==> config.mk <==
export PLATFORM = sky130hd
export DESIGN_NAME = bl_scan_ctrl
export DESIGN_NICKNAME = d
export VERILOG_FILES = /design/src/rtl/bl_scan_ctrl.sv
export SDC_FILE = /design/constraint.sdc
export NUM_CORES = 1
export LEC_CHECK = 0
export BUFFER_PORTS_ARGS = -buffer_cell sky130_fd_sc_hd__buf_2
export CAP_MARGIN = 10
export CORE_ASPECT_RATIO = 1.75
export CORE_MARGIN = 2
export CORE_UTILIZATION = 51
export CTS_CLUSTER_SIZE = 24
export DETAILED_ROUTE_END_ITERATION = 8
export GPL_ROUTABILITY_DRIVEN = 1
export PLACE_DENSITY = 0.73
export SLEW_MARGIN = 25
export SYNTH_ARGS = -nofsm -noshare
export SYNTH_HDL_FRONTEND = slang
export SYNTH_SLANG_ARGS = --single-unit
export TNS_END_PERCENT = 50
==> constraint.sdc <==
create_clock -name Clk -period 4.75 [get_ports Clk]
set_input_delay 0.7125 -clock Clk [delete_from_list [all_inputs] [get_ports Clk]]
set_output_delay 0.7125 -clock Clk [all_outputs]
set_load 0.01 [all_outputs]
==> src/rtl/bl_scan_ctrl.sv <==
// Bit-line mux scan sequencer.
// Walks channels first_ch..last_ch (wrapping modulo 8). Each channel gets a
// one-cycle break-before-make gap (EN=0, address driven), then settle_cyc
// cycles of EN=1, then a max(1,sample_cyc)-cycle sample window whose first
// cycle carries sample_strobe. All outputs are registered and are derived
// from the next state, so they line up with the state they describe.
module bl_scan_ctrl #(
    parameter int CNT_W = 4
) (
    input  logic             Clk,
    input  logic             Reset,
    input  logic             start,
    input  logic             abort,
    input  logic             continuous,
    input  logic [2:0]       first_ch,
    input  logic [2:0]       last_ch,
    input  logic [CNT_W-1:0] settle_cyc,
    input  logic [CNT_W-1:0] sample_cyc,
    output logic             EN,
    output logic             A2,
    output logic             A1,
    output logic             A0,
    output logic [2:0]       cur_ch,
    output logic             sample_strobe,
    output logic             busy,
    output logic             done
);

    typedef enum logic [1:0] {
        IDLE   = 2'd0,
        SETUP  = 2'd1,
        SETTLE = 2'd2,
        SAMPLE = 2'd3
    } state_e;

    localparam logic [CNT_W-1:0] CNT_ONE = CNT_W'(1);

    state_e             state_q, state_d;
    logic [2:0]         ch_q, ch_d;
    logic [CNT_W-1:0]   cnt_q, cnt_d;

    // Configuration captured at start; inputs are ignored while busy.
    logic               cont_q, cont_d;
    logic [2:0]         first_q, first_d;
    logic [2:0]         last_q, last_d;
    logic [CNT_W-1:0]   settle_q, settle_d;
    logic [CNT_W-1:0]   sample_q, sample_d;

    // Registered outputs.
    logic               en_q, en_d;
    logic [2:0]         addr_q, addr_d;
    logic               strobe_q, strobe_d;
    logic               busy_q, busy_d;
    logic               done_q, done_d;

    // A zero sample length still gives a one-cycle window.
    logic [CNT_W-1:0]   samp_len;
    assign samp_len = (sample_q == '0) ? CNT_ONE : sample_q;

    // State, counters, captured config and output registers.
    always_ff @(posedge Clk or negedge Reset) begin
        if (!Reset) begin
            state_q  <= IDLE;
            ch_q     <= '0;
            cnt_q    <= '0;
            cont_q   <= 1'b0;
            first_q  <= '0;
            last_q   <= '0;
            settle_q <= '0;
            sample_q <= '0;
            en_q     <= 1'b0;
            addr_q   <= '0;
            strobe_q <= 1'b0;
            busy_q   <= 1'b0;
            done_q   <= 1'b0;
        end else begin
            state_q  <= state_d;
            ch_q     <= ch_d;
            cnt_q    <= cnt_d;
            cont_q   <= cont_d;
            first_q  <= first_d;
            last_q   <= last_d;
            settle_q <= settle_d;
            sample_q <= sample_d;
            en_q     <= en_d;
            addr_q   <= addr_d;
            strobe_q <= strobe_d;
            busy_q   <= busy_d;
            done_q   <= done_d;
        end
    end

    // Next-state logic; abort overrides everything and suppresses pulses.
    always_comb begin
        state_d  = state_q;
        ch_d     = ch_q;
        cnt_d    = cnt_q;
        cont_d   = cont_q;
        first_d  = first_q;
        last_d   = last_q;
        settle_d = settle_q;
        sample_d = sample_q;
        strobe_d = 1'b0;
        done_d   = 1'b0;

        case (state_q)
            IDLE: begin
                if (start) begin
                    cont_d   = continuous;
                    first_d  = first_ch;
                    last_d   = last_ch;
                    settle_d = settle_cyc;
                    sample_d = sample_cyc;
                    ch_d     = first_ch;
                    state_d  = SETUP;
                end
            end
            SETUP: begin
                if (settle_q != '0) begin
                    state_d = SETTLE;
                    cnt_d   = settle_q - CNT_ONE;
                end else begin
                    state_d  = SAMPLE;
                    cnt_d    = samp_len - CNT_ONE;
                    strobe_d = 1'b1;
                end
            end
            SETTLE: begin
                if (cnt_q == '0) begin
                    state_d  = SAMPLE;
                    cnt_d    = samp_len - CNT_ONE;
                    strobe_d = 1'b1;
                end else begin
                    cnt_d = cnt_q - CNT_ONE;
                end
            end
            SAMPLE: begin
                if (cnt_q != '0) begin
                    cnt_d = cnt_q - CNT_ONE;
                end else if (ch_q != last_q) begin
                    ch_d    = ch_q + 3'd1;
                    state_d = SETUP;
                end else begin
                    done_d = 1'b1;
                    if (cont_q) begin
                        ch_d    = first_q;
                        state_d = SETUP;
                    end else begin
                        state_d = IDLE;
                    end
                end
            end
            default: state_d = IDLE;
        endcase

        if (abort) begin
            state_d  = IDLE;
            strobe_d = 1'b0;
            done_d   = 1'b0;
        end
    end

    // Output decode from the next state so outputs are registered yet in step.
    always_comb begin
        en_d   = (state_d == SETTLE) || (state_d == SAMPLE);
        busy_d = (state_d != IDLE);
        addr_d = (state_d == IDLE) ? 3'd0 : ch_d;
    end

    assign EN            = en_q;
    assign {A2, A1, A0}  = addr_q;
    assign cur_ch        = addr_q;
    assign sample_strobe = strobe_q;
    assign busy          = busy_q;
    assign done          = done_q;

endmodule

### Word-level counts from Yosys, hierarchy flattened

Index checks and enable logic that the tools add are counted.

| storage, ports and cells | value |
|---|---|
| register bits | 31 |
| bits of input ports | 19 |
| output and inout bits | 10 |
| logic and storage cells | 62 |

| operators by class | value |
|---|---|
| add/subtract/negate cells | 4 |
| equal/unequal tests | 7 |
| mux-type cells | 27 |
| reductions and logical operators | 11 |

Operators by type and width:

| cell | number |
|---|---|
| $mux 4 | 4 |
| $mux 3 | 5 |
| $pmux 4 s3 | 1 |
| $sub 4x1->4 const B | 3 |
| $mux 1 | 10 |
| $eq 2x2->1 const B | 4 |
| $logic_not 4->1 | 2 |
| $mux 2 | 4 |
| $pmux 2 s4 | 1 |
| $reduce_bool 4->1 | 2 |
| $pmux 3 s2 | 1 |
| $logic_not 2->1 | 2 |
| $reduce_and 2->1 | 2 |
| $add 3x1->3 const B | 1 |
| $ne 3x3->1 | 1 |
| $reduce_bool 3->1 | 1 |
| $eq 2x1->1 const B | 1 |
| $ne 2x2->1 const B | 1 |
| $pmux 1 s2 | 1 |
| $reduce_bool 2->1 | 1 |
| $logic_or 1x1->1 | 1 |

### Logic depth before layout (Yosys ltp)

| logic depth | value |
|---|---|
| word-level depth | 7 |
| depth in mapped cells | 8 |
| depth with buffers taken out | 8 |

### Worst setup path after synthesis

OpenSTA, ideal clock, no wires.

| timing path | value |
|---|---|
| path kind | input-to-reg |
| from | input port start |
| to | register ch_q[1] |
| setup time | 0.130 ns |
| arrival time | 1.686 ns |
| data required time | 4.620 ns |
| slack | 2.934 ns |
| cell stages on the path | 6 |
| path buffers | 1 |
| cells stage by stage | buf_2 mux2_1 a21oi_1 o21ai_0 a211oi_2 a21oi_1 |

| on the way | value |
|---|---|
| longest elaborated chain between the ends | 2 |

RTL lines:

| element | line | source |
|---|---|---|
| start: declaration | 12 | `input logic start,` |
| $mux 3 | 108 | `if (start) begin` |
| $pmux 3 s2 | 106 | `case (state_q)` |
| via ch_d[1] | 39 | `logic [2:0] ch_q, ch_d;` |
| end signal: assignment | 78 | `ch_q <= ch_d;` |
| end: declaration | 39 |  |

The timed path passes the listed nets, and every way through them passes these cells.
A chain may end at the register's enable or synchronous reset.

### Worst setup path after layout

| timing path | value |
|---|---|
| from | register state_q[1] |
| to | register addr_q[0] (netlist: cur_ch[0]) |

| on the way | value |
|---|---|
| longest elaborated chain between the ends | 5 |
| elaborated cells between the ends (all ways) | 12 |
| those cells by class | eq/ne: 3; mux: 7; reduce/logical: 2 |

RTL lines:

| element | line | source |
|---|---|---|
| start: declaration | 38 | `state_e state_q, state_d;` |
| start signal: assignment | 77 | `state_q <= state_d;` |
| $eq 2x2->1, or another cell as far along | 106 |  |
| $pmux 2 s4 | 106 |  |
| $mux 2 | 156 | `if (abort) begin` |
| $logic_not 2->1 | 167 | `addr_d = (state_d == IDLE) ? 3'd0 : ch_d;` |
| $mux 3 * | 167 |  |
| via addr_d[0] | 51 | `logic [2:0] addr_q, addr_d;` |
| end signal: assignment | 86 | `addr_q <= addr_d;` |
| end: declaration | 51 |  |

The timed path passes the listed nets; every way through them passes the cells marked *.

==> results <==
- The transition at the pin with the smallest max-transition slack is 0.700 ns.
- The worst-case headroom to the max-slew limit is 53.3%.
- The chip height is 85.1 um.
- 29 I/O pins were placed.
- The row count is 29.
- In the routed layout, each cell is associated on average with a via count of 5.64.
- Clock-pin slew was measured on the worst setup and hold paths at 0.07 ns.
- For flop-to-flop paths, the worst setup slack is 2.81 ns.
- The maximum clock insertion buffer count is 2.
- The leakage power is 1.00 nW.
- The area of the placeable core is 3630 um2.
- The post-synthesis instance total is 189.
- The sum of negative setup slack is 0 ns.
- The global-route usage over all layers is 20.0%.
- The share of synthesized registers carrying an async set or reset is 100%.
- In this design, the stage delay of the slowest critical-path cell is 0.43 ns.
- The critical path in this run is classified as reg -> reg.
- The cell accounting for the most synthesized area is sky130_fd_sc_hd__dfrtp_1.
- The H-tree generated during clock tree synthesis spans 2 levels.
- The post-synthesis cell area is 1920 um2.
- TritonCTS built the clock tree.
- The leftover overflow at the end of global routing is 0.
- The area share of the largest cell type after synthesis is 40.4%.
- The path class of the tightest hold or removal check is in -> async.
- The primary flip-flop cell chosen by synthesis mapping is sky130_fd_sc_hd__dfrtp_1.
- The quantity of hold-fixing buffers added after cts is 0.
- The count of pins over their slew limit is 0.
- The post-synthesis cell type count is 51.
- The signal on the critical path passes through inv_1 > ha_1 > nand2_1 > nor3b_1 > nor2_1 > a221oi_2.
- The signal arrival time at the worst endpoint is 2.13 ns.
- The count of nets left with antenna violations once routing finished came out at 0.
- The overall routed net length is 3800 um.
- Of all nets on the critical path, the largest fanout is 16.
- The average instance in the mapped netlist occupies 10.1 um2.
- The die covers 4290 um2.
- STA classifies the critical path endpoint as a register.
- The number of global-route vias before repair is 1508.
- The share of total power dissipated in combinational logic is 44.2%.
- For this block, the initial DRC count from the detailed router was 30.
- Compared with the post-synthesis result, the final layout area differs by 13.3%.
- The timing-limited maximum frequency is 515 MHz.
- Yosys printed 0 warnings.
- The number of max-capacitance violations reported is 0.
- The congestion estimate from routability-driven global placement came to 0.816.
- At the later pin of the worst-skew pair, clock insertion delay measures 0.28 ns.
- The global-route wire length before repair is 6640 um.
- The worst setup skew after layout is 0.00747 ns.
- The clock period could shrink to 1.94 ns.
- The average wire length per cell after detail routing is 14.6 um.
- The nature of the critical path startpoint is a register.
- The HPWL after detailed placement is 2800 um.
- The total of flip-flops plus latches after synthesis is 31.
- The clock network fraction of design power is 19.8%.
- Sequential cells burn 36.0% of the power.
- The number of buffers inserted during clock tree synthesis is 5.
- The effective utilization at floorplan is 52.9%.
- The switching share of total power is 39.5%.
- The total of cells resized after clock tree synthesis is 0.
- The count of endpoints failing hold in the final timing report came to 0.
- After clock tree synthesis, the setup repair step added 0 buffers.
- The CTS root buffer is sky130_fd_sc_hd__clkbuf_8.
- The critical-path cell with the highest stage delay is sky130_fd_sc_hd__dfrtp_1.
- By area the synthesized netlist is led by sky130_fd_sc_hd__dfrtp_1 (40%), sky130_fd_sc_hd__mux2_2 (8.8%), sky130_fd_sc_hd__ha_1 (6.5%).
- After the last flow step, the layout net total stands at 243.
- The initial antenna violation count is 0.
- The total via count in the routed design is 1472.
- The net switching power is 531 uW.
- The power density normalized to cell area is 618 nW/um2.
- Entering global routing, the biggest net connects 32 pins.
- For this run, the detailed router's first-pass iteration total came to 4.
- VDD sags by at most 0.000369 V.
- Data on the critical path is required at its endpoint by 4.94 ns.
- The post-synth net total is 218.
- Dividing the final minimum period by the clock period gives 40.8%.
- Input and output buffers added on the ports amount to 28.
- Of the cells placed in the final design, the portion with a size suffix greater than 1 is 31.2%.
- The flow ran to the end, and the final reports show no timing, DRC or antenna violations.
- The clock drives 31 sinks.
- After detailed routing, the number of remaining DRC violations is 0.
- Across all hold checks on the routed design, the worst slack comes to 0.470 ns.
- The die width is 50.4 um.
- The number of synthesized flops with an enable pin is 0.
- Setup violations remaining at the end of the flow were counted as 0.
- The number of inserted diodes is 0.
- The total internal power is 812 uW.
- Setup repair after global routing left no endpoint under its margin.
- The sequential area share after synthesis is 40.4%.
-- logic make-up after synthesis --
logic type,share of synthesized area (%)
fa+ha+maj,6.52
buf+inv,6.07
mux,11.0
compound gates,18.2
flops,40.4
xor+xnor,2.28
simple gates,15.5
-- routing by layer --
| layer | share of wire [%] | routed length, um | global-route usage (%) | vias up |
|---|---|---|---|---|
| met1 | 43 | 1630 | 24.2 | 701 |
| li1 | - | - | - | 723 |
| met5 | 0 | 0 | 0 | - |
| met3 | 3.7 | 142 | 3.17 | 9 |
| met4 | 2.4 | 91 | 11.1 | 0 |
| met2 | 51 | 1940 | 33.4 | 39 |
-- power groups by stage --
stage / logic, mW / clock network [mW] / registers [mW]
finish: 0.594 / 0.265 / 0.483
global route: 0.667 / 0.283 / 0.500
CTS: 0.596 / 0.272 / 0.482
detailed placement: 0.592 / 0 / 0.487
global placement: 0.582 / 0 / 0.480
floorplan: 0.478 / 0 / 0.464
-- worst max-delay path, delay by kind of cell, from the launching register on --
family	cells	cell delay [ns]
flops	1	0.43
buf+inv	1	0.12
simple gates	3	0.80
fa+ha+maj	1	0.26
compound gates	1	0.23
-- cell usage in the layout, fill, tap and decap left out, types with 6 or more instances in the layout --
cell and count:
sky130_fd_sc_hd__o21ai_0 7, sky130_fd_sc_hd__nor2_1 9, sky130_fd_sc_hd__a21oi_1 14, sky130_fd_sc_hd__dfrtp_1 31
sky130_fd_sc_hd__mux2_2 15, sky130_fd_sc_hd__inv_1 13, sky130_fd_sc_hd__nand2_1 17, sky130_fd_sc_hd__ha_1 10
sky130_fd_sc_hd__buf_2 28, sky130_fd_sc_hd__clkbuf_8 6
-- cells in the mapped netlist, types with 2 or more instances --
master,number
sky130_fd_sc_hd__mux2i_1,3
sky130_fd_sc_hd__nand3_1,5
sky130_fd_sc_hd__ha_1,10
sky130_fd_sc_hd__nor2b_1,2
sky130_fd_sc_hd__nor3_2,2
sky130_fd_sc_hd__nor2_1,9
sky130_fd_sc_hd__nand2_1,17
sky130_fd_sc_hd__a22oi_1,2
sky130_fd_sc_hd__dfrtp_1,31
sky130_fd_sc_hd__nor3b_1,3
sky130_fd_sc_hd__xor2_1,5
sky130_fd_sc_hd__a31oi_1,4
sky130_fd_sc_hd__inv_1,13
sky130_fd_sc_hd__a211oi_2,2
sky130_fd_sc_hd__buf_2,3
sky130_fd_sc_hd__o32a_1,2
sky130_fd_sc_hd__a31oi_2,2
sky130_fd_sc_hd__a21oi_1,14
sky130_fd_sc_hd__nor3_1,4
sky130_fd_sc_hd__buf_4,4
sky130_fd_sc_hd__o21ai_0,7
sky130_fd_sc_hd__buf_1,2
sky130_fd_sc_hd__mux2_2,15
-- registers in the layout, indices dropped and copies added (netlist names) --
register       flops
cnt_q              4
sample_q           4
settle_q           4
ch_q               3
cur_ch             3
first_q            3
last_q             3
state_q            2
EN                 1
busy               1
cont_q             1
done               1
sample_strobe      1
-- layout make-up --
type	count	area, um2
Sequential cell	31	776
Fill cell	332	1460
Clock buffer	6	82.6
Multi-Input combinational cell	134	1030
Clock inverter	2	35.0
Tap cell	46	57.6
Timing Repair Buffer	29	148
Inverter	13	48.8
-- path summary, 6_finish.rpt --
path                       startpoint         end  depth (start not counted)
min in group Clk           first_q[2]  first_q[2]                          1
min reg2reg                first_q[2]  first_q[2]                          1
max in group asynchronous       Reset     ch_q[0]                          1
min                             Reset    cnt_q[3]                          1
max reg2reg                state_q[1]   cur_ch[0]                          6
max                        state_q[1]   cur_ch[0]                          6
-- through the flow --
stage	total power [mW]	area [um2]	cells	utilization (%)	setup slack, ns
CTS	1.35	2170	261	59.9	2.79
detailed placement	1.08	2060	253	56.7	2.76
global placement	1.06	2060	253	56.7	2.79
global route	1.45	2170	261	59.9	2.59
finish	1.34	2170	261	59.9	2.81
floorplan	0.941	1920	189	-	2.93
(Power assumes the default switching activity.)
